$ cat config.mk
export PLATFORM = sky130hd
export DESIGN_NAME = oam_dma
export DESIGN_NICKNAME = d
export VERILOG_FILES = /design/src/rtl/oam_dma.sv
export SDC_FILE = /design/constraint.sdc
export NUM_CORES = 1
export LEC_CHECK = 0
export ABC_AREA = 1
export CORE_AREA = 10 10 73 75
export DETAILED_ROUTE_END_ITERATION = 10
export DIE_AREA = 0 0 83 85
export PLACE_DENSITY_LB_ADDON = 0.08
export SLEW_MARGIN = 20
export SYNTH_ARGS = -nofsm -noshare
export SYNTH_HDL_FRONTEND = slang
export SYNTH_SLANG_ARGS = --single-unit
$ cat constraint.sdc
create_clock -name clock -period 1.6 [get_ports clock]
set_input_delay 0.32 -clock clock [delete_from_list [all_inputs] [get_ports clock]]
set_output_delay 0.32 -clock clock [all_outputs]
set_load 0.05 [all_outputs]
$ cat src/rtl/oam_dma.sv
`default_nettype none
// oam_dma: sprite DMA; a CPU write to $4014 copies page {data,$00..$FF} to $2004 while stalling the CPU.
// Build option OAM_DMA_ALIGN_EN adds the odd-cycle ALIGN state. Revision 1.0.
module oam_dma (
   input  logic        clock,
   input  logic        reset_n,
   input  logic        ce_in,
   input  logic [15:0] cpu_a,
   input  logic [7:0]  cpu_d,
   input  logic        cpu_r,
   input  logic        cpu_w,
   input  logic [7:0]  bus_i,
   output logic        cpu_ce,
   output logic [15:0] A,
   output logic [7:0]  D,
   output logic        R,
   output logic        W,
   output logic        busy
);

   typedef enum logic [2:0] {
      S_IDLE  = 3'd0,
      S_HALT  = 3'd1,
      S_ALIGN = 3'd2,
      S_RD    = 3'd3,
      S_WR    = 3'd4
   } state_t;

   state_t     state_q, state_d;
   logic [7:0] page_q, page_d;
   logic [7:0] cnt_q, cnt_d;
   logic [7:0] data_q, data_d;

`ifdef OAM_DMA_ALIGN_EN
   logic       parity_q;

   always_ff @(posedge clock) begin
      if (!reset_n) begin
         parity_q <= 1'b0;
      end else if (ce_in) begin
         parity_q <= ~parity_q;
      end
   end
`endif

   always_ff @(posedge clock) begin
      if (!reset_n) begin
         state_q <= S_IDLE;
         page_q  <= 8'h00;
         cnt_q   <= 8'h00;
         data_q  <= 8'h00;
      end else begin
         state_q <= state_d;
         page_q  <= page_d;
         cnt_q   <= cnt_d;
         data_q  <= data_d;
      end
   end

   always_comb begin
      state_d = state_q;
      page_d  = page_q;
      cnt_d   = cnt_q;
      data_d  = data_q;
      if (ce_in) begin
         case (state_q)
            S_IDLE: begin
               if (cpu_w && (cpu_a == 16'h4014)) begin
                  page_d  = cpu_d;
                  cnt_d   = 8'h00;
                  state_d = S_HALT;
               end
            end
            S_HALT: begin
`ifdef OAM_DMA_ALIGN_EN
               // parity has already toggled once since the trigger edge, so 0 here means odd entry
               state_d = parity_q ? S_RD : S_ALIGN;
`else
               state_d = S_RD;
`endif
            end
            S_ALIGN: state_d = S_RD;
            S_RD: begin
               data_d  = bus_i;
               state_d = S_WR;
            end
            S_WR: begin
               if (cnt_q == 8'hFF) begin
                  state_d = S_IDLE;
               end else begin
                  cnt_d   = cnt_q + 8'd1;
                  state_d = S_RD;
               end
            end
            default: state_d = S_IDLE;
         endcase
      end
   end

   // Reset gates busy so the CPU sees passthrough for as long as reset_n is held low.
   assign busy   = reset_n && (state_q != S_IDLE);
   assign cpu_ce = ce_in && !busy;

   always_comb begin
      A = cpu_a;
      D = cpu_d;
      R = cpu_r;
      W = cpu_w;
      if (busy) begin
         D = data_q;
         R = 1'b0;
         W = 1'b0;
         case (state_q)
            S_RD: begin
               A = {page_q, cnt_q};
               R = 1'b1;
            end
            S_WR: begin
               A = 16'h2004;
               W = 1'b1;
            end
            default: A = {page_q, 8'h00};
         endcase
      end
   end

endmodule
`default_nettype wire

==> impl_metrics.py, run 1 <==
metrics = {
    "outcome": {
        "status": "finished, violations left",
        "violations": "setup timing",
    },
    "die": {
        "core-area_sq_um": 3910,
        "io_pins": 65,
        "rows": 23,
        "die_w_um": 83,
        "start_util_pct": 42.6,
        "dieArea_sq_um": 7060,
        "die_h_um": 85,
    },
    "setup_path": {
        "cp_top_family": "buffers and inverters",
        "rrSetupSlack_ns": 0.02,
        "critical-path-slowest-cell": "dfxtp_2",
        "cp-end-kind": "primary output",
        "rr_endpoint": "cnt_q[3]",
        "cp-start-kind": "flip-flop",
        "endpoint": "A[2]",
        "cp.depth": 8,
        "path_cells": "buf_4, buf_6, nand2_4, nor2_4, nand2_2, buf_12, o21ai_4, buf_6",
        "crit_required_ns": 1.28,
        "crit_buf_inv": 4,
        "setup.worst_path.class": "flip-flop to primary output",
        "critical_path.max_stage_delay_ns": 0.37,
        "crit_top_cell": "buf_6",
        "r2r-start": "cnt_q[0]",
        "critical_path_arrival_ns": 1.60,
        "cp_max_fo": 8,
        "reg2regPathDepth": 9,
        "critPathLaunch": "state_q[0]",
    },
    "clock_tree": {
        "clock_path_buffers": 2,
        "clkLatencyLatePin_ns": 0.29,
        "htreeDepth": 1,
        "clkTransAtPathRegs_ns": 0.11,
        "cts_root_buf": "clkbuf_8",
        "cts_tree": "built",
        "cts_made_buffers": 3,
        "clock_sinks": 27,
    },
    "detailed_routing": {
        "dr.pass1.iters": 7,
        "via_count": 2414,
        "dr.max_layer_used": "met4",
        "initialDrtViolationCount": 327,
        "routed_wl_um": 8430,
        "final_antenna_net_count": 0,
        "drc": 0,
        "wl_met1_um": 3240,
        "wl_met2_um": 4000,
        "viasPerCell": 5.65,
        "wire_per_inst_um": 19.7,
        "met3_wirelength_um": 737,
    },
    "final_layout": {
        "fill_cells": 167,
        "final_cell_mix": "nand2_1 (58), inv_1 (35), buf_4 (31), nor2_1 (28), buf_12 (28)",
        "layout.nets": 416,
        "areaGrowthSynthToFinish_pct": 112,
        "layout.cells.non_filler": 427,
        "n_antenna_cell": 0,
        "stdcell_area_sq_um": 3530,
        "layout-drive-gt1-share_pct": 41.9,
        "mostFrequentLayoutCell": "nand2_1",
    },
    "grt": {
        "grt_overflow": 0,
        "grt_pass1_vias": 2203,
        "grt_max_degree": 18,
        "grt_first_pass_wirelength_um": 11000,
        "grt.total_usage_pct": 18.2,
        "antenna_found_initial": 0,
    },
    "synthesis": {
        "synth_cells": 273,
        "async_reset_ff_share_pct": 0,
        "avgSynthCellArea_sq_um": 6.10,
        "yosys.area_share.simple_pct": 38.5,
        "synthAdderAreaFrac_pct": 0.751,
        "synthFlopType": "dfxtp_1",
        "yosys-mux-area-fraction_pct": 0,
        "syn-num-nets": 311,
        "ys_ff_latch": 27,
        "synth_top_family_by_area": "simple AND/OR/NAND/NOR gates",
        "yosys.cell_types.count": 24,
        "synth_compound_area_share_pct": 15.3,
        "ys_seq_area_share_pct": 32.5,
        "syn_area_sq_um": 1670,
        "synth_edf_count": 0,
        "synth_xor_xnor_area_share_pct": 1.05,
        "yosys_warnings": 0,
    },
    "timing": {
        "fin_setup_tns_ns": -7.41,
        "hold_viol": 0,
        "clock.fmax_ghz": 0.522,
        "period_minus_slack_ns": 1.92,
        "fin_ws_ns": -0.316,
        "fin_worst_skew_ns": 0.0117,
        "slew_headroom_pct": 80.8,
        "period_share_pct": 120,
        "rsz0062_at_grt": "yes",
        "worstMarginPinSlew_ns": 0.287,
        "slew_violations": 0,
        "finalSetupViolations": 35,
    },
    "power": {
        "power_frac_clock_pct": 18.5,
        "p_int_mw": 1.40,
        "irDropWorstVdd_mv": 0.529,
        "seqPwrFrac_pct": 30.6,
        "p_comb_share_pct": 50.9,
        "p_leak_nw": 1.60,
        "power.share.switching_pct": 38.4,
        "p_sw_mw": 0.876,
        "powerDensity_nw_per_um2": 646,
    },
    "job": {
        "max_cap_viol_count": 0,
    },
    "placed_design": {
        "place_congestion": 0.959,
        "place_area_sq_um": 2950,
        "io_buffers": 64,
        "dp_hpwl_um": 4440,
        "dp.cells": 408,
    },
    "min_path": {
        "min_path_type": "flip-flop to flip-flop",
    },
}
[worst min path at each step]
stage	slack (ns)	end	startpoint	depth (start not counted)
3_3_place_gp	0.46	data_q[0]	data_q[0]	2
2_1_floorplan	0.45	data_q[0]	data_q[0]	2
6_report	0.48	data_q[5]	data_q[5]	2
4_1_cts	0.48	data_q[5]	data_q[5]	2
3_5_place_dp	0.47	data_q[5]	data_q[5]	2
5_1_grt	0.53	data_q[5]	data_q[5]	2
[kinds of logic (layout without fill, tap and decap cells)]
group                      Yosys count  after routing
AOI/OAI and AO/OA                   50             50
xor gates and xnor gates             2              2
adders and majority gates            1              1
buffers and inverters               48            151
DFF                                 27             27
and+or+nand+nor                    145            146
[tightest hold or removal path, stage by stage, from the launching register on]
cell and delay [ns]:
dfxtp_1 0.32, inv_1 0.07, a21oi_1 0.06
[power by group through the flow]
| stage | registers [mW] | clock network, mW | logic, mW |
|---|---|---|---|
| 6_report | 0.698 | 0.421 | 1.16 |
| 5_1_grt | 0.699 | 0.436 | 1.20 |
| 3_3_place_gp | 0.711 | 0 | 0.931 |
| 2_1_floorplan | 0.710 | 0 | 0.458 |
| 3_5_place_dp | 0.712 | 0 | 0.939 |
| 4_1_cts | 0.696 | 0.397 | 1.06 |
[registers in the layout, indices dropped and copies added (netlist names)]
name / cells
page_q: 8
state_q: 3
data_q: 8
cnt_q: 8
[Yosys cell counts, types with 2 or more instances]
master,count,area [sq um]
buf_2,5,25.0
inv_1,38,143
o21ai_1,4,20.0
dfxtp_1,27,541
nor2_1,39,146
nor2_4,4,45.0
nand3_1,6,30.0
xor2_1,2,17.5
o21ai_0,29,145
nand2_2,4,25.0
inv_2,2,7.51
nand2_1,81,304
a21oi_1,15,75.1
nand4_1,6,37.5
nor3_1,2,10.0
[stage by stage]
step                      utilization [%]  hold WS, ns  power, mW  worst slack, ns
after detailed placement             75.3        0.467       1.65           -0.435
after CTS                            84.1        0.481       2.15           -0.264
after global placement               75.3        0.460       1.64           -0.416
final                                90.2        0.485       2.28           -0.316
after global routing                 90.2        0.535       2.34           -0.378
after floorplan                         -        0.451       1.17           -0.317
[metal layers]
metal	up-vias	global-route usage [%]
met4	0	4.49
met2	170	31.7
li1	1064	-
met1	1127	22.0
met5	-	0
met3	53	4.40
[area by class of cell]
| class | instances | area [sq um] | area share [%] |
|---|---|---|---|
| Clock buffer | 4 | 45.0 | 1.28 |
| Inverter | 40 | 158 | 4.46 |
| Multi-Input combinational cell | 199 | 1390 | 39.3 |
| Sequential cell | 27 | 549 | 15.6 |
| Tap cell | 50 | 62.6 | 1.77 |
| Timing Repair Buffer | 107 | 1330 | 37.7 |
[repair_timing]
action | in CTS | in global routing
hold buffers | 0 | 0
setup endpoints to repair | 28 | 49
gates resized for setup | 54 | 50
pin swaps | 7 | 11
buffers inserted | 8 | 6
gates cloned | 1 | 1
No activity file was read; power rests on OpenSTA's default activity.
==> run 2: changes to the inputs <==
CORE_AREA = 10 10 64 66   (was 10 10 73 75)
DIE_AREA = 0 0 74 76   (was 0 0 83 85)
DONT_BUFFER_PORTS = 1   (was not set)
==> run 2 against run 1 <==
Via count down 11%. Power down 16%. Critical endpoint is now D[7]. Sequential cell count unchanged. Clock-buffer cell count down 1. The flow still finishes with violations (setup timing). Clock power down 19%. Cell count down 19%. Global-route usage down 0.38 points. Critical path type unchanged. Die area down 20%. Clock skew up 0.0078 ns. Register-to-register slack worse by 0.09 ns. First-iteration DRC count down 16%. Largest cell class unchanged. Worst setup slack worse by 0.11 ns.
==> impl_metrics.py, run 2 (synthesized netlist as in run 1, its figures left out) <==
metrics = {
    "final_layout": {
        "layout.cells.non_filler": 346,
        "layout.nets": 352,
        "fill_cells": 122,
        "layout-drive-gt1-share_pct": 35.5,
        "reg_top3": "cnt_q (8), data_q (8), page_q (8)",
        "stdcell_area_sq_um": 2650,
        "final_cell_mix": "nand2_1 (69), inv_1 (37), nor2_1 (35), buf_12 (25), dfxtp_1 (22)",
        "n_antenna_cell": 0,
        "mostFrequentLayoutCell": "nand2_1",
        "areaGrowthSynthToFinish_pct": 58.8,
    },
    "die": {
        "die_h_um": 76,
        "die_w_um": 74,
        "io_pins": 65,
        "core-area_sq_um": 2930,
        "start_util_pct": 56.9,
        "rows": 20,
        "dieArea_sq_um": 5620,
    },
    "setup_path": {
        "cp-end-kind": "primary output",
        "cp_max_fo": 11,
        "crit_required_ns": 1.28,
        "cp-start-kind": "flip-flop",
        "critical_path_arrival_ns": 1.70,
        "setup.worst_path.class": "flip-flop to primary output",
    },
    "timing": {
        "slew_violations": 0,
        "finalSetupViolations": 29,
        "worstMarginPinSlew_ns": 0.397,
        "clock.fmax_ghz": 0.495,
        "fin_ws_ns": -0.421,
        "hold_viol": 0,
        "fin_setup_tns_ns": -10.17,
        "period_share_pct": 126,
        "period_minus_slack_ns": 2.02,
        "whs_ns": 0.0525,
        "slew_headroom_pct": 73.4,
        "rsz0062_at_grt": "yes",
        "fin_worst_skew_ns": 0.0195,
    },
    "clock_tree": {
        "hold_buffers": 0,
        "cts_made_buffers": 3,
        "clock_sinks": 27,
        "htreeDepth": 1,
        "clkLatencyLatePin_ns": 0.36,
        "cts_tree": "built",
        "clock_path_buffers": 2,
        "cts_root_buf": "clkbuf_4",
        "clkTransAtPathRegs_ns": 0.18,
    },
    "detailed_routing": {
        "wire_per_inst_um": 20.9,
        "via_count": 2149,
        "final_antenna_net_count": 0,
        "initialDrtViolationCount": 274,
        "viasPerCell": 6.21,
        "drc": 0,
        "dr.pass1.iters": 5,
        "routed_wl_um": 7220,
    },
    "grt": {
        "grt.total_usage_pct": 17.9,
        "grt_overflow": 0,
        "antenna_found_initial": 0,
        "grt_first_pass_wirelength_um": 8290,
        "grt_max_degree": 25,
        "grt_pass1_vias": 1686,
    },
    "placed_design": {
        "dp.cells": 332,
        "place_area_sq_um": 2340,
        "io_buffers": 0,
        "place_congestion": 0.924,
        "dp_hpwl_um": 4030,
    },
    "power": {
        "power_mw": 1.92,
        "powerDensity_nw_per_um2": 726,
        "irDropWorstVdd_mv": 0.648,
        "p_leak_nw": 1.17,
    },
    "outcome": {
        "status": "finished, violations left",
        "violations": "setup timing",
    },
    "min_path": {
        "min_path_type": "input port to flip-flop",
    },
    "job": {
        "max_cap_viol_count": 0,
    },
}
==> run 2: changes by cell type in the layout (fill, tap and decap cells not counted), sizes merged <==
cell / delta
clkinvlp: +1
clkdlybuf4s50: -26
buf: -29
nand3b: -1
dlygate4sd2: -1
dlymetal6s2s: -9
nand3: +1
==> run 2: area by class of cell <==
cell class,count,area [sq um],area share [%]
clock inverter,1,7.51,0.284
clock buffer,3,22.5,0.851
inverter,40,155,5.87
tap,33,41.3,1.56
sequential,27,554,21.0
timing repair buffer,43,679,25.7
multi-input combinational,199,1180,44.8
==> run 2: metrics by stage <==
step	utilization [%]	setup WS [ns]
2_1_floorplan	-	-0.317
3_3_place_gp	80.0	0.0647
3_5_place_dp	80.0	0.0337
4_1_cts	84.8	-0.312
5_1_grt	90.3	-0.468
6_report	90.3	-0.421
==> run 2: worst max-delay path, cell delays in order (launching register included) <==
cell,delay (ns)
dfxtp_4,0.42
nor2_4,0.05
nand2_2,0.09
inv_4,0.05
nor2_4,0.13
inv_4,0.07
clkbuf_16,0.18
o21ai_2,0.20
buf_12,0.17
==> run 2: path summary, 6_finish.rpt <==
kind              start    endpoint  slack (ns)  cells after the start
max          state_q[0]        D[7]       -0.42                      8
min             reset_n   page_q[0]        0.05                      2
max reg2reg  state_q[0]  state_q[1]       -0.07                      9
min reg2reg   data_q[2]   data_q[2]        0.50                      2
==> run 2: timing repair <==
action                                 CTS  global route
setup endpoints to repair               27            42
pin swaps                                1             6
endpoints found under the hold margin    0             0
buffers inserted                         4             4
gates resized for setup                 21            28
gates cloned                             0             2
==> run 2: layer usage <==
layer	GRT usage [%]	up-vias	share of wire (%)
met3	5.86	54	13
met5	0	-	0
met1	22.3	966	35
met4	5.41	0	5.3
li1	-	932	-
met2	28.0	197	46
==> run 2: power by group <==
| part | internal, mW | switching, mW |
|---|---|---|
| Sequential | 0.684 | 0.0155 |
| Combinational | 0.358 | 0.519 |
| Clock | 0.0960 | 0.246 |
